File: src/rtl/bcd_mod_counter.sv
// N-digit BCD up/down counter with programmable modulus, clear, validated load,
// and wrap/saturate behaviour at the range ends; chains through co/bo pulses.
module bcd_mod_counter #(
  parameter int unsigned DIGITS  = 2,
  parameter int unsigned MODULUS = 24,
  parameter int unsigned WRAP    = 1
) (
  input  logic                  clk,
  input  logic                  rst_n,
  input  logic                  clr,
  input  logic                  load,
  input  logic [4*DIGITS-1:0]   load_data,
  input  logic                  inc,
  input  logic                  dec,
  output logic [4*DIGITS-1:0]   count,
  output logic                  co,
  output logic                  bo,
  output logic                  load_err,
  output logic                  at_max,
  output logic                  at_min
);

  if (DIGITS < 1 || DIGITS > 4) begin : g_bad_digits
    $error("bcd_mod_counter: DIGITS must be in 1..4");
  end
  if (MODULUS < 2 || MODULUS > 10**DIGITS) begin : g_bad_modulus
    $error("bcd_mod_counter: MODULUS must be in 2..10**DIGITS");
  end

  function automatic logic [4*DIGITS-1:0] to_bcd(input int unsigned v);
    logic [4*DIGITS-1:0] r;
    int unsigned         rem;
    r   = '0;
    rem = v;
    for (int unsigned i = 0; i < DIGITS; i++) begin
      r[4*i +: 4] = 4'(rem % 10);
      rem         = rem / 10;
    end
    return r;
  endfunction

  localparam logic [4*DIGITS-1:0] MAX_BCD = to_bcd(MODULUS - 1);

  logic [4*DIGITS-1:0] cnt_inc;
  logic [4*DIGITS-1:0] cnt_dec;
  logic                load_ok;

  // Ripple increment: trailing 9s roll to 0 until the first digit that can absorb the carry.
  always_comb begin
    logic carry;
    cnt_inc = count;
    carry   = 1'b1;
    for (int unsigned i = 0; i < DIGITS; i++) begin
      if (carry) begin
        if (count[4*i +: 4] == 4'd9) begin
          cnt_inc[4*i +: 4] = '0;
        end else begin
          cnt_inc[4*i +: 4] = count[4*i +: 4] + 4'd1;
          carry             = 1'b0;
        end
      end
    end
  end

  always_comb begin
    logic borrow;
    cnt_dec = count;
    borrow  = 1'b1;
    for (int unsigned i = 0; i < DIGITS; i++) begin
      if (borrow) begin
        if (count[4*i +: 4] == 4'd0) begin
          cnt_dec[4*i +: 4] = 4'd9;
        end else begin
          cnt_dec[4*i +: 4] = count[4*i +: 4] - 4'd1;
          borrow            = 1'b0;
        end
      end
    end
  end

  // With every digit a legal BCD digit, BCD magnitude order equals numeric order.
  always_comb begin
    load_ok = (load_data <= MAX_BCD);
    for (int unsigned i = 0; i < DIGITS; i++) begin
      if (load_data[4*i +: 4] > 4'd9) load_ok = 1'b0;
    end
  end

  assign at_max = (count == MAX_BCD);
  assign at_min = (count == '0);

  always_ff @(posedge clk or negedge rst_n) begin
    if (!rst_n) begin
      count    <= '0;
      co       <= 1'b0;
      bo       <= 1'b0;
      load_err <= 1'b0;
    end else begin
      co       <= 1'b0;
      bo       <= 1'b0;
      load_err <= 1'b0;
      if (clr) begin
        count <= '0;
      end else if (load) begin
        if (load_ok) count    <= load_data;
        else         load_err <= 1'b1;
      end else if (inc && !dec) begin
        if (!at_max) begin
          count <= cnt_inc;
        end else if (WRAP != 0) begin
          count <= '0;
          co    <= 1'b1;
        end
      end else if (dec && !inc) begin
        if (!at_min) begin
          count <= cnt_dec;
        end else if (WRAP != 0) begin
          count <= MAX_BCD;
          bo    <= 1'b1;
        end
      end
    end
  end

endmodule

File: config.mk
export PLATFORM = sky130hd
export DESIGN_NAME = bcd_mod_counter
export DESIGN_NICKNAME = d
export VERILOG_FILES = /design/src/rtl/bcd_mod_counter.sv
export SDC_FILE = /design/constraint.sdc
export NUM_CORES = 1
export LEC_CHECK = 0
export ABC_AREA = 1
export CELL_PAD_IN_SITES_DETAIL_PLACEMENT = 2
export CELL_PAD_IN_SITES_GLOBAL_PLACEMENT = 2
export CORE_ASPECT_RATIO = 0.6
export CORE_MARGIN = 8
export CORE_UTILIZATION = 25
export CTS_CLUSTER_DIAMETER = 60
export DETAILED_ROUTE_END_ITERATION = 16
export GPL_TIMING_DRIVEN = 0
export PLACE_DENSITY = 0.81
export SLEW_MARGIN = 20
export SYNTH_ARGS = -nofsm -noshare
export SYNTH_HDL_FRONTEND = slang
export SYNTH_SLANG_ARGS = --single-unit
File: constraint.sdc
create_clock -name clk -period 1.8 [get_ports clk]
set_clock_uncertainty 0.05 [all_clocks]
set_input_delay 0.27 -clock clk [delete_from_list [all_inputs] [get_ports clk]]
set_output_delay 0.27 -clock clk [all_outputs]
set_load 0.005 [all_outputs]
After elaboration in Yosys (flattened, before gate mapping) --
Cells that the tools add are included.
Storage, ports and cells: register bits 11, bits in latches 0, RAM bits 0, bits in read-only memories 0, input bits 14, logic and storage cells 57, memories 0
Operators by class: $add $sub $neg 4, $mul 0, div/mod/pow operators 0, $lt $le $gt $ge 3, eq/ne operators 5, shift-type cells 0, mux-type cells 29, bitwise operators 0, reductions and logical operators 11
Operators by type and width (count):
- $mux 8 | 7
- $mux 4 | 6
- $mux 1 | 16
- $add 4x1->4 const B | 2
- $eq 4x4->1 const B | 2
- $eq 8x6->1 const B | 1
- $gt 4x4->1 const B | 2
- $le 8x6->1 const B | 1
- $logic_not 4->1 | 2
- $logic_not 8->1 | 1
- $sub 4x1->4 const B | 2
- $ne 5x5->1 const B | 1
- $reduce_bool 5->1 | 1
- $reduce_and 4->1 | 1
- $reduce_bool 4->1 | 1
- $ne 3x2->1 const B | 1
- $logic_and 1x1->1 | 2
- $logic_not 1->1 | 2
- $reduce_and 2->1 | 1

Depth between registers and ports, before layout --
Gate-level depths: netlist of the first run.
depth in word-level cells 8, depth in mapped cells 11, depth with buffers taken out 11

Least setup slack after synthesis of the first run --
OpenSTA, ideal clock, no wires.
path kind register to register, start register count[0], end register count[5], library setup time 0.119 ns, arrival 1.262 ns, data required time 1.631 ns, slack 0.369 ns, cell stages (with the launch flop) 11, buffers on the path 0, period minus slack after synthesis 1.431 ns, path through dfrtp_1 > inv_1 > ha_1 > nand2_2 > inv_2 > nand2_2 > nand3_1 > nand3_1 > nand2_1 > nand2_1 > nand2_1
On the way: longest elaborated chain between the ends 6, elaborated cells on any way between the ends 15, classes of those cells eq/ne: 3; mux: 8; reduce/logical: 4
Ends and longest elaborated chain:
- start, declared | RTL line 15 | output logic [4*DIGITS-1:0] count,
- start signal, assigned | RTL line 105 | if (load_ok) count <= load_data;
- start signal, assigned | RTL line 109 | count <= cnt_inc;
- start signal, assigned | RTL line 116 | count <= cnt_dec;
- $logic_not 8->1 | RTL line 90 | assign at_min = (count == '0);
- $mux 8 | RTL line 115 | if (!at_min) begin
- $mux 8 | RTL line 114 | end else if (dec && !inc) begin
- $mux 8 | RTL line 107 | end else if (inc && !dec) begin
- $mux 8 | RTL line 104 | end else if (load) begin
- $mux 8 | RTL line 102 | if (clr) begin
Several ways; a longest one is shown, not always the timed one. The select of a mux whose other input is x is not followed. A chain may end at the register's enable or synchronous reset.

Worst setup path after layout of the first run --
start register count[1], end output port at_max
On the way: longest elaborated chain between the ends 1
Ends and longest elaborated chain:
- $eq 8x6->1 | RTL line 89 | assign at_max = (count == MAX_BCD);
- end, declared | RTL line 19 | output logic at_max,
Every way passes these cells.

==> metrics.txt, run 1 <==
status=complete, no violations; Reg2Reg Setup Slack=0.08 ns; Max clock buf depth=2; gr ovfl total=0; Sink Count=11; GRT Resource Usage Total=13.2%; most crowded layer after global routing=met2; drt via density=4.55; CP Max Fanout=3; Synth top area share=25.3%; register area share after synthesis=25.3%; nets@finish=231; Placed Instances=257; gpl congestion=0.799; r2r worst-path depth=10; die height=67.1 um; global-route wire length before repair=6850 um; Hold Path Class=in -> async; H-tree depth=1; Worst slew margin=68.8%; achievable frequency=566 MHz; final wirelength=4360 um; largest net degree at the start of global routing=12; initial antenna violation count=0; # diodes=0; I/O pins=27; Synth Register Bits=11; met1 global-route usage=17.6%; initial drt markers=22; Initial Utilization=26.2%; worst r2r src=count[1]; final-report setup violation count=0; Finished Layout Cells=270; Arr. time, crit path=1.45 ns; crit path kind=reg -> out; Design Area, Final=0.00158 sq mm; Fin. Hold Viols=0; Remaining DRCs=0; DP Area=0.00142 sq mm; Syn. warnings=0; via count=1,229; final HPWL from detailed placement=3380 um; Leak=0.000838 uW; Setup WS pre-CTS=-0.314 ns; Synth area leaders=dfrtp_1, nand2_1, nand3_1; CTS tree=done; synthesized area=0.00109 sq mm; ratio of cells with drive above 1 in the final layout=23.3%; Core Rows=18; Final Cycle Share=98.2%; net count after synthesis=191; post-route ant nets=0; Peak VDD IR=0.206 mV; vias in the first global route=1,326; Worst Tran Pin Value=0.467 ns; TritonCTS Buffers=3; max-cap viol count=0; CP Capture Type=primary output; Root Buffer=clkbuf_8; Setup WS post-layout=0.0328 ns; setup tns final=0 ns; die extent in x=101 um; minimum clock period=1.77 ns; pwr/cell area=801 mW/mm^2; area grow syn2layout=45.7%; Post-Syn Instances=171; PortBufs=26; TritonRoute pass-1 iters=4; Post-Syn Area per Cell=6.35 sq um; grt met3 use=2.39%; wire per inst=16.1 um; crit path launch type=register; RR Endpoint=count[0]; met2 Resource Use GR=21.0%; Clk Latency, worst-skew pair=0.24 ns; Worst Path Required=1.48 ns; max-slew violation count=0; die area=0.00678 sq mm; post-synth top area cell=dfrtp_1; clock-pin slew on the worst setup and hold paths=0.05 ns; Yosys cell types=19; core box area=0.00414 sq mm; post-layout util=38.2%
==> state kept, by name, summed over array words and instances (netlist names) <==
register	cells
bo	1
co	1
count	8
load_err	1
==> cell families (layout without fill, tap and decap cells) <==
family,after synthesis,after routing,synth area share (%)
and+or+nand+nor,109,109,48.0
buffers and inverters,28,67,10.6
AOI/OAI and AO/OA,14,14,6.68
DFF,11,11,25.3
adders and majority gates,6,6,6.91
xor gates and xnor gates,3,3,2.42
==> cell usage in the layout, fill, tap and decap left out <==
master	instances
nor2_2	1
clkbuf_2	1
nor3_1	1
buf_6	2
clkinv_2	2
ha_1	3
nand2_4	5
nand3_2	3
dfrtp_1	8
ha_2	1
nor2_1	12
nand2_2	3
o21bai_1	1
nand2_1	61
dlygate4sd2_1	1
dfrtp_2	3
nor2_4	5
clkbuf_1	1
clkdlybuf4s50_1	24
a21oi_1	5
inv_4	1
ha_4	2
inv_2	9
nand4_1	2
inv_1	15
buf_4	8
nand3_1	16
clkbuf_8	3
xor2_1	3
o21ai_0	8
==> power by group <==
part	leakage (uW)	switching, uW	internal (uW)
Clock	0.0000228	88.6	155
Combinational	0.000675	386	294
Sequential	0.000141	59.5	284
==> how the worst max path moves through the flow <==
stage / from / endpoint / slack (ns) / cells past startpoint
after floorplan: count[0] / count[5] / 0.37 / 10
after global placement: count[0] / at_min / -0.23 / 7
after detailed placement: dec / count[4] / -0.31 / 11
after CTS: count[0] / at_min / 0.003 / 7
after global routing: count[4] / at_max / -0.03 / 6
final: count[1] / at_max / 0.03 / 7
==> through the flow <==
| step | total power (uW) | hold slack, ns |
|---|---|---|
| floorplan | 685 | -0.0756 |
| global placement | 892 | 0.510 |
| CTS | 1250 | 0.324 |
| finish | 1270 | 0.305 |
| global route | 1360 | 0.343 |
| detailed placement | 930 | 0.555 |
==> synthesized netlist by cell type (all sizes together) <==
library cell  number
a21oi              5
buf                1
clkinv             2
dfrtp             11
ha                 6
inv               25
nand2             69
nand3             19
nand4              2
nor2              18
nor3               1
o21ai              8
o21bai             1
xor2               3
==> worst max-delay path: stages (launching register included) <==
cell and delay, ns:
dfrtp_2 0.43, buf_4 0.16, ha_4 0.16, inv_2 0.07
nor2_4 0.04, nand2_4 0.05, inv_1 0.04, dlygate4sd2_1 0.25
==> routing by layer <==
layer / wire length, um / up-vias
met5: 0 / -
met4: 68 / 0
met3: 234 / 7
met2: 1910 / 35
met1: 2150 / 582
li1: - / 605
==> area by class of cell <==
cell class,instances,area [sq um]
plain buffers,1,11.3
clock buffers,4,45.0
fillers,519,2560
inverters,27,106
multi-input cells,132,741
flip-flops and latches,11,279
well taps,60,75.1
repair buffers,35,325
==> what timing repair did <==
action,CTS,global route
pin swaps,3,0
endpoints found under the hold margin,0,0
endpoints found under the setup margin,7,8
resized for setup,16,7
buffers inserted,7,2
hold buffers,0,0
Note: power is estimated with default switching activity, not from simulation.
==> run 2: changes to the inputs <==
CORE_ASPECT_RATIO = not set   (was 0.6)
==> run 2 against run 1 <==
  * Combinational power fell by 5.7%
  * Largest power group unchanged
  * Highest routed layer unchanged
  * Worst setup slack improved by 0.035 ns
  * Critical endpoint unchanged
  * Cell area fell by 2.1%
==> metrics.txt, run 2 (synthesized netlist as in run 1, its figures left out) <==
status=complete, no violations; PortBufs=26; met2 Resource Use GR=22.1%; Reg with most FFs=count; post-route ant nets=0; Peak VDD IR=0.233 mV; initial drt markers=59; gpl congestion=0.801; ratio of cells with drive above 1 in the final layout=22.3%; RR Endpoint=count[0]; Sink Count=11; die area=0.00671 sq mm; max-slew violation count=0; via count=1,212; crit path kind=reg -> out; worst r2r src=count[0]; achievable frequency=577 MHz; post-layout util=36.3%; die extent in x=81.9 um; largest net degree at the start of global routing=12; Finished Layout Cells=258; Core Rows=24; Worst Tran Pin Value=0.480 ns; pwr/cell area=793 mW/mm^2; Worst Path Required=1.48 ns; wire per inst=14.9 um; CP Capture Type=primary output; CTS tree=done; r2r worst-path depth=10; Placed Instances=249; commonest non-fill, non-tap cell in the layout=nand2_1; Root Buffer=clkbuf_8; gr ovfl total=0; final wirelength=3860 um; GRT Resource Usage Total=13.0%; vias in the first global route=1,443; Max clock buf depth=2; clock-pin slew on the worst setup and hold paths=0.05 ns; die height=81.9 um; Remaining DRCs=0; Setup WS pre-CTS=-0.288 ns; drt via density=4.70; CP Max Fanout=2; max reg flops=8; max-cap viol count=0; commonest non-fill, non-tap cells in the layout=nand2_1, clkdlybuf4s50_1, nand3_1, inv_1, nor2_1; H-tree depth=1; Setup WS post-layout=0.0681 ns; met1 global-route usage=16.1%; nets@finish=227; TritonCTS Buffers=3; Final Cycle Share=96.2%; final-report setup violation count=0; initial antenna violation count=0; Reg2Reg Setup Slack=0.15 ns; setup tns final=0 ns; Fin. Hold Viols=0; grt met3 use=1.64%; # diodes=0; final HPWL from detailed placement=3070 um; most crowded layer after global routing=met2; Leak=0.000819 uW; Arr. time, crit path=1.41 ns; area grow syn2layout=42.6%; # hold bufs at CTS=0; global-route wire length before repair=6840 um; Clk Latency, worst-skew pair=0.24 ns; TritonRoute pass-1 iters=4; Initial Utilization=25.5%; Hold Path Class=in -> async; minimum clock period=1.73 ns; crit path launch type=register; core box area=0.00426 sq mm; I/O pins=27; Worst slew margin=67.9%
-- run 2: what timing repair did --
action | CTS | global route
setup endpoints to repair | 7 | 8
setup buffers | 5 | 0
endpoints found under the hold margin | 0 | 0
gates resized for setup | 21 | 6
pin swaps | 4 | 1
-- run 2: where the power goes --
part | switching (uW) | total [uW] | internal [uW] | leakage [uW]
registers | 57.6 | 343 | 285 | 0.000140
logic | 367 | 641 | 273 | 0.000656
clock network | 90.0 | 245 | 155 | 0.0000228
total | 515 | 1230 | 714 | 0.000819
-- run 2: final cells by class --
cell class                 instances  area [sq um]
clock buffer                       4          45.0
inverter                          27           111
sequential                        11           280
multi-input combinational        132           741
tap                               52          65.1
buffer                             1          11.3
timing repair buffer              31           295
fill                             527          2720
-- run 2: worst max-delay path: stages (launching register included) --
cell,delay (ns)
dfrtp_2,0.42
buf_4,0.15
ha_4,0.16
inv_2,0.06
nor2_4,0.04
nand2_4,0.05
inv_1,0.03
dlygate4sd2_1,0.25
-- run 2: worst max-delay path by stage --
stage | startpoint | endpoint | slack (ns) | cells after the start
3_3_place_gp | count[0] | at_min | -0.26 | 7
4_1_cts | count[0] | at_max | 0.002 | 7
6_report | count[0] | at_max | 0.07 | 7
3_5_place_dp | dec | count[7] | -0.29 | 10
5_1_grt | count[0] | at_max | -0.002 | 7
2_1_floorplan | count[0] | count[5] | 0.37 | 10
-- run 2: per-stage QoR --
step | instance area [sq um] | hold slack, ns | total power [uW]
after detailed placement | 1410 | 0.515 | 919
final | 1550 | 0.312 | 1230
after floorplan | 1090 | -0.0756 | 685
after CTS | 1530 | 0.323 | 1230
after global routing | 1550 | 0.344 | 1340
after global placement | 1410 | 0.508 | 899
-- run 2: layer usage --
| metal | share of wire, % | wire, um |
|---|---|---|
| met4 | 1.5 | 57 |
| met5 | 0 | 0 |
| met2 | 47 | 1830 |
| met1 | 48 | 1860 |
| met3 | 2.8 | 109 |
==> run 3: changes to the inputs <==
CORE_UTILIZATION = 23   (was 25)
PLACE_DENSITY = 0.78   (was 0.81)
clock period = 1.4 ns   (was 1.8 ns; I/O delays follow)
==> run 3 against run 2 <==
  * The run now ends with negative setup slack left
  * Flip-flop and latch count unchanged
  * Clock-buffer cell count fell by 1
  * Via count is 12% higher
  * Worst hold slack got worse by 0.036 ns
  * Critical path type unchanged
==> metrics.txt, run 3 (synthesized netlist as in run 1, its figures left out) <==
RSZ-0062 raised after global routing=yes; Reg area=282 sq um; Leak=0.00102 uW; gr ovfl total=0; post-route ant nets=0; Clk Latency, worst-skew pair=0.25 ns; I/O pins=27; via count=1,354; final HPWL from detailed placement=3000 um; Worst Path Required=1.14 ns; CP Max Fanout=3; Largest stage delay, worst path=0.43 ns; worst path cell trace=buf_6 > inv_6 > ha_4 > nand2_4 > inv_4 > nand2_4 > inv_2 > buf_6; die extent in x=84.7 um; RR Endpoint=count[4]; failing checks=negative setup slack; Hold Path Class=in -> async; initial antenna violation count=0; max reg flops=8; Fin. Hold Viols=0; wire per inst=18.1 um; Worst slew margin=61.2%; largest net degree at the start of global routing=12; minimum clock period=1.62 ns; slowest CP cell=dfrtp_2; status=finished, violations left; H-tree depth=1; nets@finish=254; Remaining DRCs=0; CP Capture Type=primary output; max-cap viol count=0; drt via density=4.72; Peak VDD IR=0.288 mV; PortBufs=26; crit path launch type=register; crit path kind=reg -> out; final-report setup violation count=11; setup tns final=-1.80 ns; Reg with most FFs=count; TritonCTS Buffers=3; commonest non-fill, non-tap cells in the layout=nand2_1, buf_4, clkdlybuf4s50_1, nand3_1; Initial Utilization=23.5%; area grow syn2layout=75.8%; # hold bufs at CTS=0; core box area=0.00463 sq mm; clock-pin slew on the worst setup and hold paths=0.07 ns; Core Rows=25; ratio of cells with drive above 1 in the final layout=41.2%; Max clock buf depth=2; die area=0.00718 sq mm; Reg2Reg Setup Slack=-0.21 ns; TritonRoute pass-1 iters=4; final wirelength=5210 um; die height=84.7 um; pwr/cell area=1050 mW/mm^2; achievable frequency=618 MHz; global-route wire length before repair=8240 um; CTS tree=done; Root Buffer=clkbuf_8; Multi-input gate area=846 sq um; Arr. time, crit path=1.36 ns; GRT Resource Usage Total=14.6%; gpl congestion=0.778; hold_ws=0.276 ns; # diodes=0; commonest non-fill, non-tap cell in the layout=nand2_1; vias in the first global route=1,596; Final Cycle Share=116%; Setup WS post-layout=-0.219 ns; Sink Count=11; Worst Tran Pin Value=0.580 ns; layout filler cell count=541; r2r worst-path depth=13; worst r2r src=count[1]; initial drt markers=44; max-slew violation count=0
==> run 3: metal layers <==
layer | GRT usage, % | vias to the layer above | routed length, um
met5 | 0 | - | 0
met4 | 2.91 | 0 | 53
met3 | 1.95 | 7 | 145
met2 | 27.8 | 24 | 2700
met1 | 16.7 | 671 | 2310
li1 | - | 652 | -
==> run 3: how the worst max path moves through the flow <==
stage / startpoint / to / slack (ns) / cells after the start
final: count[1] / at_min / -0.22 / 8
after global routing: count[1] / count[7] / -0.29 / 11
after CTS: count[1] / at_min / -0.16 / 8
after detailed placement: dec / count[6] / -0.64 / 10
after global placement: dec / count[5] / -0.60 / 11
after floorplan: count[1] / count[5] / 0.006 / 10
==> run 3: metrics by stage <==
step | utilization [%] | total power (uW) | std cells | instance area [sq um] | worst slack [ns]
finish | 41.2 | 2000 | 287 | 1910 | -0.219
floorplan | - | 885 | 171 | 1090 | 0.00592
detailed placement | 30.7 | 1180 | 251 | 1420 | -0.644
CTS | 40.3 | 1870 | 285 | 1870 | -0.160
global route | 41.2 | 2120 | 287 | 1910 | -0.293
global placement | 30.7 | 1160 | 251 | 1420 | -0.604
==> run 3: report_power, final <==
part | internal, uW | switching, uW
combinational | 554 | 674
sequential | 367 | 52.6
clock | 197 | 152
total | 1120 | 879
==> run 3: what timing repair did <==
action / 4_1_cts / 5_1_grt
gates resized for setup: 78 / 11
buffers inserted: 31 / 2
endpoints found under the hold margin: 0 / 0
pin swaps: 18 / 7
endpoints found under the setup margin: 18 / 12
==> run 3: area by class of cell <==
cell class,instances,share of cell area [%]
Buffer,1,0.590
Clock buffer,3,2.16
Clock inverter,1,0.262
Inverter,27,6.55
Multi-Input combinational cell,132,44.3
Sequential cell,11,14.7
Tap cell,54,3.54
Timing Repair Buffer,58,27.9
==> run 3: critical path, delay by kind of cell, from the launching register on <==
kind,cells,cell delay (ns)
flops,1,0.43
buf+inv,5,0.40
fa+ha+maj,1,0.15
simple gates,2,0.13
